`config.mk`:
```
export PLATFORM = sky130hd
export DESIGN_NAME = axis_value_source
export DESIGN_NICKNAME = d
export VERILOG_FILES = /design/src/rtl/axis_value_source.sv
export SDC_FILE = /design/constraint.sdc
export NUM_CORES = 1
export LEC_CHECK = 0
export ABC_AREA = 1
export ABC_CLOCK_PERIOD_IN_PS = 4200
export CAP_MARGIN = 20
export CORE_MARGIN = 4
export CORE_UTILIZATION = 52
export CTS_CLUSTER_SIZE = 20
export DETAILED_ROUTE_END_ITERATION = 10
export GPL_TIMING_DRIVEN = 0
export PLACE_DENSITY = 0.78
export SLEW_MARGIN = 20
export SYNTH_ARGS = -nofsm -noshare
export SYNTH_HDL_FRONTEND = slang
export SYNTH_SLANG_ARGS = --single-unit
```
`constraint.sdc`:
```
create_clock -name aclk -period 4.2 [get_ports aclk]
set_input_delay 0.42 -clock aclk [delete_from_list [all_inputs] [get_ports aclk]]
set_output_delay 0.42 -clock aclk [all_outputs]
set_load 0.03 [all_outputs]
```
`src/rtl/axis_value_source.sv`:
```
// Periodic sampler: captures a parallel value every P cycles and presents it as an
// AXI4-Stream master with tlast framing and a saturating count of dropped samples.
module axis_value_source #(
  parameter int AXIS_TDATA_WIDTH = 32,
  parameter int CNTR_WIDTH       = 32
) (
  input  logic                        aclk,
  input  logic                        aresetn,
  input  logic [AXIS_TDATA_WIDTH-1:0] data,
  input  logic                        enable,
  input  logic [CNTR_WIDTH-1:0]       cfg_period,
  input  logic [CNTR_WIDTH-1:0]       cfg_length,
  output logic [AXIS_TDATA_WIDTH-1:0] m_axis_tdata,
  output logic                        m_axis_tvalid,
  input  logic                        m_axis_tready,
  output logic                        m_axis_tlast,
  output logic [CNTR_WIDTH-1:0]       dropped
);

  typedef enum logic {
    SLOT_EMPTY = 1'b0,
    SLOT_FULL  = 1'b1
  } slot_state_t;

  slot_state_t state_q;
  slot_state_t state_d;

  logic [CNTR_WIDTH-1:0] pcnt;
  logic [CNTR_WIDTH-1:0] widx;
  logic [CNTR_WIDTH-1:0] period_last;
  logic [CNTR_WIDTH-1:0] length_last;
  logic                  tick;
  logic                  load;
  logic                  drop;
  logic                  word_last;

  // Period 0/1 and length 0/1 both collapse to a terminal value of zero.
  always_comb begin
    period_last = (cfg_period == '0) ? '0 : cfg_period - CNTR_WIDTH'(1);
    length_last = (cfg_length == '0) ? '0 : cfg_length - CNTR_WIDTH'(1);
    tick        = enable && (pcnt == period_last);
    load        = tick && ((state_q == SLOT_EMPTY) || m_axis_tready);
    drop        = tick && !load;
    word_last   = (widx >= length_last);
  end

  // Using >= on wrap also recovers from a period that shrank below the current count.
  always_ff @(posedge aclk) begin
    if (!aresetn) begin
      pcnt <= '0;
    end else if (!enable || (pcnt >= period_last)) begin
      pcnt <= '0;
    end else begin
      pcnt <= pcnt + CNTR_WIDTH'(1);
    end
  end

  always_ff @(posedge aclk) begin
    if (!aresetn) begin
      state_q <= SLOT_EMPTY;
    end else begin
      state_q <= state_d;
    end
  end

  always_comb begin
    state_d = state_q;
    if (load) begin
      state_d = SLOT_FULL;
    end else if ((state_q == SLOT_FULL) && m_axis_tready) begin
      state_d = SLOT_EMPTY;
    end
  end

  always_comb begin
    m_axis_tvalid = (state_q == SLOT_FULL);
  end

  // Payload and packet position only move on a load; drops leave them untouched.
  always_ff @(posedge aclk) begin
    if (!aresetn) begin
      m_axis_tdata <= '0;
      m_axis_tlast <= 1'b0;
      widx         <= '0;
    end else if (load) begin
      m_axis_tdata <= data;
      m_axis_tlast <= word_last;
      widx         <= word_last ? '0 : widx + CNTR_WIDTH'(1);
    end
  end

  always_ff @(posedge aclk) begin
    if (!aresetn) begin
      dropped <= '0;
    end else if (drop && (dropped != '1)) begin
      dropped <= dropped + CNTR_WIDTH'(1);
    end
  end

endmodule

```
Yosys cells after proc, flatten, opt, wreduce, memory -nomap -nowiden --
Index checks and enable logic that the tools add are counted.
Word-level totals: register bits after elaboration 130, bits of input ports 100
Cells by class: add/subtract/negate cells 5, $lt $le $gt $ge 2, equality and inequality tests 2, mux-type cells 5, bitwise gates (word level) 2, reductions and logical operators 13
Operators by type and width (count):
- adder 32 x 1 -> 32 bit, second input constant | 3
- 2-to-1 mux 32 bit | 3
- greater-or-equal comparator 32 bit | 2
- zero test 32 bit | 2
- subtractor 32 x 1 -> 32 bit, second input constant | 2
- equality test 32 bit | 1
- != test 32 bit, second input constant | 1
- logical AND 1 bit | 5
- zero test 1 bit | 2
- logical OR 1 bit | 2
- 2-to-1 mux 1 bit | 2
- NOT 1 bit | 2
- nonzero test 2 bit | 1
- OR reduction 2 bit | 1

Longest topological paths before layout --
depth in word-level cells 8, depth in mapped cells 25, mapped depth without buffers 24

Least setup slack after synthesis --
OpenSTA, ideal clock, no wires.
path kind input -> register, start input port cfg_period[3], end register widx[12], library setup time 0.117 ns, arrival 2.930 ns, data required time 4.083 ns, path slack 1.153 ns, cell stages on the path 18, cells stage by stage or2_1 nor3_4 nand3_2 nor2_2 nand2_1 o21bai_1 nand3_1 ha_1 nand2_1 nor2_1 nand2_1 nor2_4 nand3_4 nor2_4 nand2_1 nand2_1 buf_2 nor2_1
On the way: longest elaborated chain between the ends 5
RTL lines:
- start, declared | line 11 | input logic [CNTR_WIDTH-1:0] cfg_period,
- subtractor 32 x 1 -> 32 bit or zero test 32 bit (tied branches) | line 39 | period_last = (cfg_period == '0) ? '0 : cfg_period - CNTR_WIDTH'(1);
- 2-to-1 mux 32 bit * | line 39
- equality test 32 bit * | line 41 | tick = enable && (pcnt == period_last);
- logical AND 1 bit * | line 41
- logical AND 1 bit * | line 42 | load = tick && ((state_q == SLOT_EMPTY) || m_axis_tready);
- end signal, assigned | line 88 | widx <= word_last ? '0 : widx + CNTR_WIDTH'(1);
- end, declared | line 29 | logic [CNTR_WIDTH-1:0] widx;
Mark *: on every way between the ends. The rest lies on a longest branch, timed or not. A chain may end at the register's enable or synchronous reset.

Worst setup path after layout --
Ends and elaborated chain as after synthesis.

==> summary.md <==
| Metric | Value |
|---|---|
| Status | finished clean |
| Startpoint types | primary input |
| Pwr/cell area | 240 nW/um2 |
| Post-place setup slack | -0.0726 ns |
| RSZ-0062 raised after global routing | false |
| Initial antenna violation count | 0 |
| Clock Latency Late Sink | 0.43 ns |
| Final WL | just under 30000 um |
| WP data arrival | 4.10 ns |
| Total core area | 18900 um2 |
| Routed via count | 10800 |
| Fraction of layout cells with a size suffix above 1 | 0.0574 |
| Top cell type by total area after synthesis | dfxtp_1 |
| Critical path endpoint category | flop |
| Final period util | 0.904 |
| Clock tree root buffer cell | clkbuf_16 |
| Clock slew at reported path FFs | approximately 0.06 ns |
| Synth Instances | 1614 |
| Worst setup margin | 0.404 ns |
| Postcts setup bufs | 0 |
| Setup CP Type | in2reg |
| GPL Wtd Cong | 0.992 |
| Synth warnings | 0 |
| Htree depth | 4 |
| Nets | 1968 |
| Setup TNS | 0 ns |
| Ant. Diodes | 0 |
| Boundary Pins | between 150 and 200 |
| Top FF cell, synth | dfxtp_1 |
| Syn avg cell area | 6.26 um2 |
| Synth async-reset ratio | 0 |
| FMAX | between 200 and 300 MHz |
| Vias in the first global route | 10300 |
| Hold_ws | 0.477 ns |
| Area contributors post-synth | dfxtp_1, nand2_1, nor2_1 |
| Gr usage total | 0.268 |
| Yosys cell types | 40 |
| Worst-Margin Slew | ~0.60 ns |
| DRC | 0 |
| Most common cell after layout, fill and taps aside | nand2_1 |
| Max clock buf depth | 2 |
| Crit path cell chain | clkdlybuf4s50_1, or2_1, nor3_4, nand3_2, nor2_2, nand2_1, o21bai_1, nand3_1, ha_1, nand2_1, nor2_1, nand2_1, nor2_4, nand3_4, nor2_4, nand2_1, nand2_1, buf_2, nor2_1 |
| Via density | 5.21 |
| HPWL Detailed | 23100 um |
| First-pass GRT wire length | about 49000 um |
| Antenna-violating nets left | 0 |
| Area Overhead vs Synth | 25.5% |
| Yosys top cell area share | 0.258 |
| FP Rows | 50 |
| Max Cap Violations | 0 |
| Crit Path Max Fanout | 10 |
| Die X | between 100 and 150 um |
| # setup viols final | 0 |
| Leakage | 5.17 nW |
| Filler instances | 1786 |
| Initial Util | 0.534 |
| Internal reg-to-reg setup slack | 1.86 ns |
| Syn Std Cell Area | 10100 um2 |
| Fin. Hold Viols | 0 |
| Placed cell area | around 12000 um2 |
| Final instance area | 12700 um2 |
| Worst path max stage delay | 0.47 ns |
| 1st-iter DRT viols | 658 |
| First drt pass iteration count | 6 |
| Largest net degree at the start of global routing | 17 |
| CTS tree | done |
| Congestion Overflow GR | 0 |
| Utilization after layout | 0.671 |
| Crit path top cell by count | nand2_1 |
| Die area | 21700 um2 |
| Skew final | ~0.012 ns |
| Crit path required time | 4.51 ns |
| Post-synthesis sequential area ratio | 0.258 |
| #FFs+latches synth | between 100 and 150 |
| Routed length per instance | 14.0 um |
| Post-layout min period | between 3 and 4 ns |
| Post-synth EDFFs | 0 |
| Num CTS Buffers | 17 |
| Max_slew headroom | 0.597 |
| Clock tree sinks | 130 |
| Hold Crit Class | reg2reg |
| Most frequent cells in the layout | nand2_1, nor2_1, inv_1, clkdlybuf4s50_1, dfxtp_1 |
| VDD IR-drop max | 0.257 mV |
| I/O Buffers | 165 |
| Post-Syn Nets | 1784 |
| Die Height | 147 um |
| CP max stage cell | clkdlybuf4s50_1 |
| Slew Viols, Final | 0 |
-- logic make-up (layout without fill, tap and decap cells) --
group | after synthesis | in the layout | share of synthesized area
buffers and inverters | 212 | 409 | 0.0854
AND/OR/NAND/NOR | 993 | 993 | 0.433
AO/OA/AOI/OAI | 133 | 133 | 0.0710
XOR/XNOR | 76 | 76 | 0.0659
adder cells (fa/ha/maj) | 70 | 70 | 0.0867
flip-flops | 130 | 130 | 0.258
-- area by class of cell --
class	instances	area, um2	area share
plain buffers	35	198	0.0156
repair buffers	165	1650	0.130
well taps	260	325	0.0257
clock buffers	17	425	0.0336
multi-input cells	1272	6640	0.524
clock inverters	15	163	0.0128
inverters	177	664	0.0524
flip-flops and latches	130	2600	0.205
-- per-layer routing --
metal  vias to the layer above  track usage  routed length (um)
met5                         -            0                   0
met4                         0       0.0965                 938
met3                        69       0.0389                1420
met2                       308        0.463               13800
met1                      4834        0.341               12900
li1                       5579            -                   -
-- where the power goes --
group | switching [W] | internal [W]
Clock | 0.000658 | 0.000848
Combinational | 0.000148 | 0.000147
Sequential | 0.00000107 | 0.00123
-- final timing paths --
kind / end / startpoint / depth (start not counted)
max: widx[12] / cfg_period[3] / 19
min: pcnt[0] / pcnt[0] / 1
max reg2reg: widx[12] / pcnt[11] / 11
min reg2reg: pcnt[0] / pcnt[0] / 1
-- synth_stat cells (3+ instances only) --
cell type  instances
nand2_1          388
nor2_1           329
inv_1            176
dfxtp_1          130
nand3_1          119
ha_1              70
a21oi_1           64
xor2_1            54
o21ai_0           49
nand4_1           43
nor3_1            39
xnor2_1           22
or2_2             18
buf_2             14
nand3b_1          13
clkbuf_1          12
nor4_1            12
nor2_4             8
a21o_1             7
nor2_2             6
buf_6              5
nor3_2             5
o211ai_1           5
o21bai_1           4
buf_4              3
-- worst max-delay path, delay by kind of cell --
family          cells  cell delay [ns]
buf+inv             2             0.78
fa+ha+maj           1             0.30
simple gates       15             2.45
compound gates      1             0.14
-- per-stage QoR --
step / total power [W] / cells
3_5_place_dp: 0.00155 / 2039
3_3_place_gp: 0.00155 / 2039
5_1_grt: 0.00315 / 2071
6_report: 0.00304 / 2071
2_1_floorplan: 0.00140 / 1614
4_1_cts: 0.00305 / 2071
-- sequential cells by signal, indices dropped and copies added (netlist names) --
register       cells
dropped           32
m_axis_tdata      32
pcnt              32
widx              32
m_axis_tlast       1
m_axis_tvalid      1
-- repair_timing --
item	CTS	global route
hold buffers	0	0
resized for setup	0	1
endpoints found under the setup margin	0	6
Note: power is estimated with default switching activity, not from simulation.
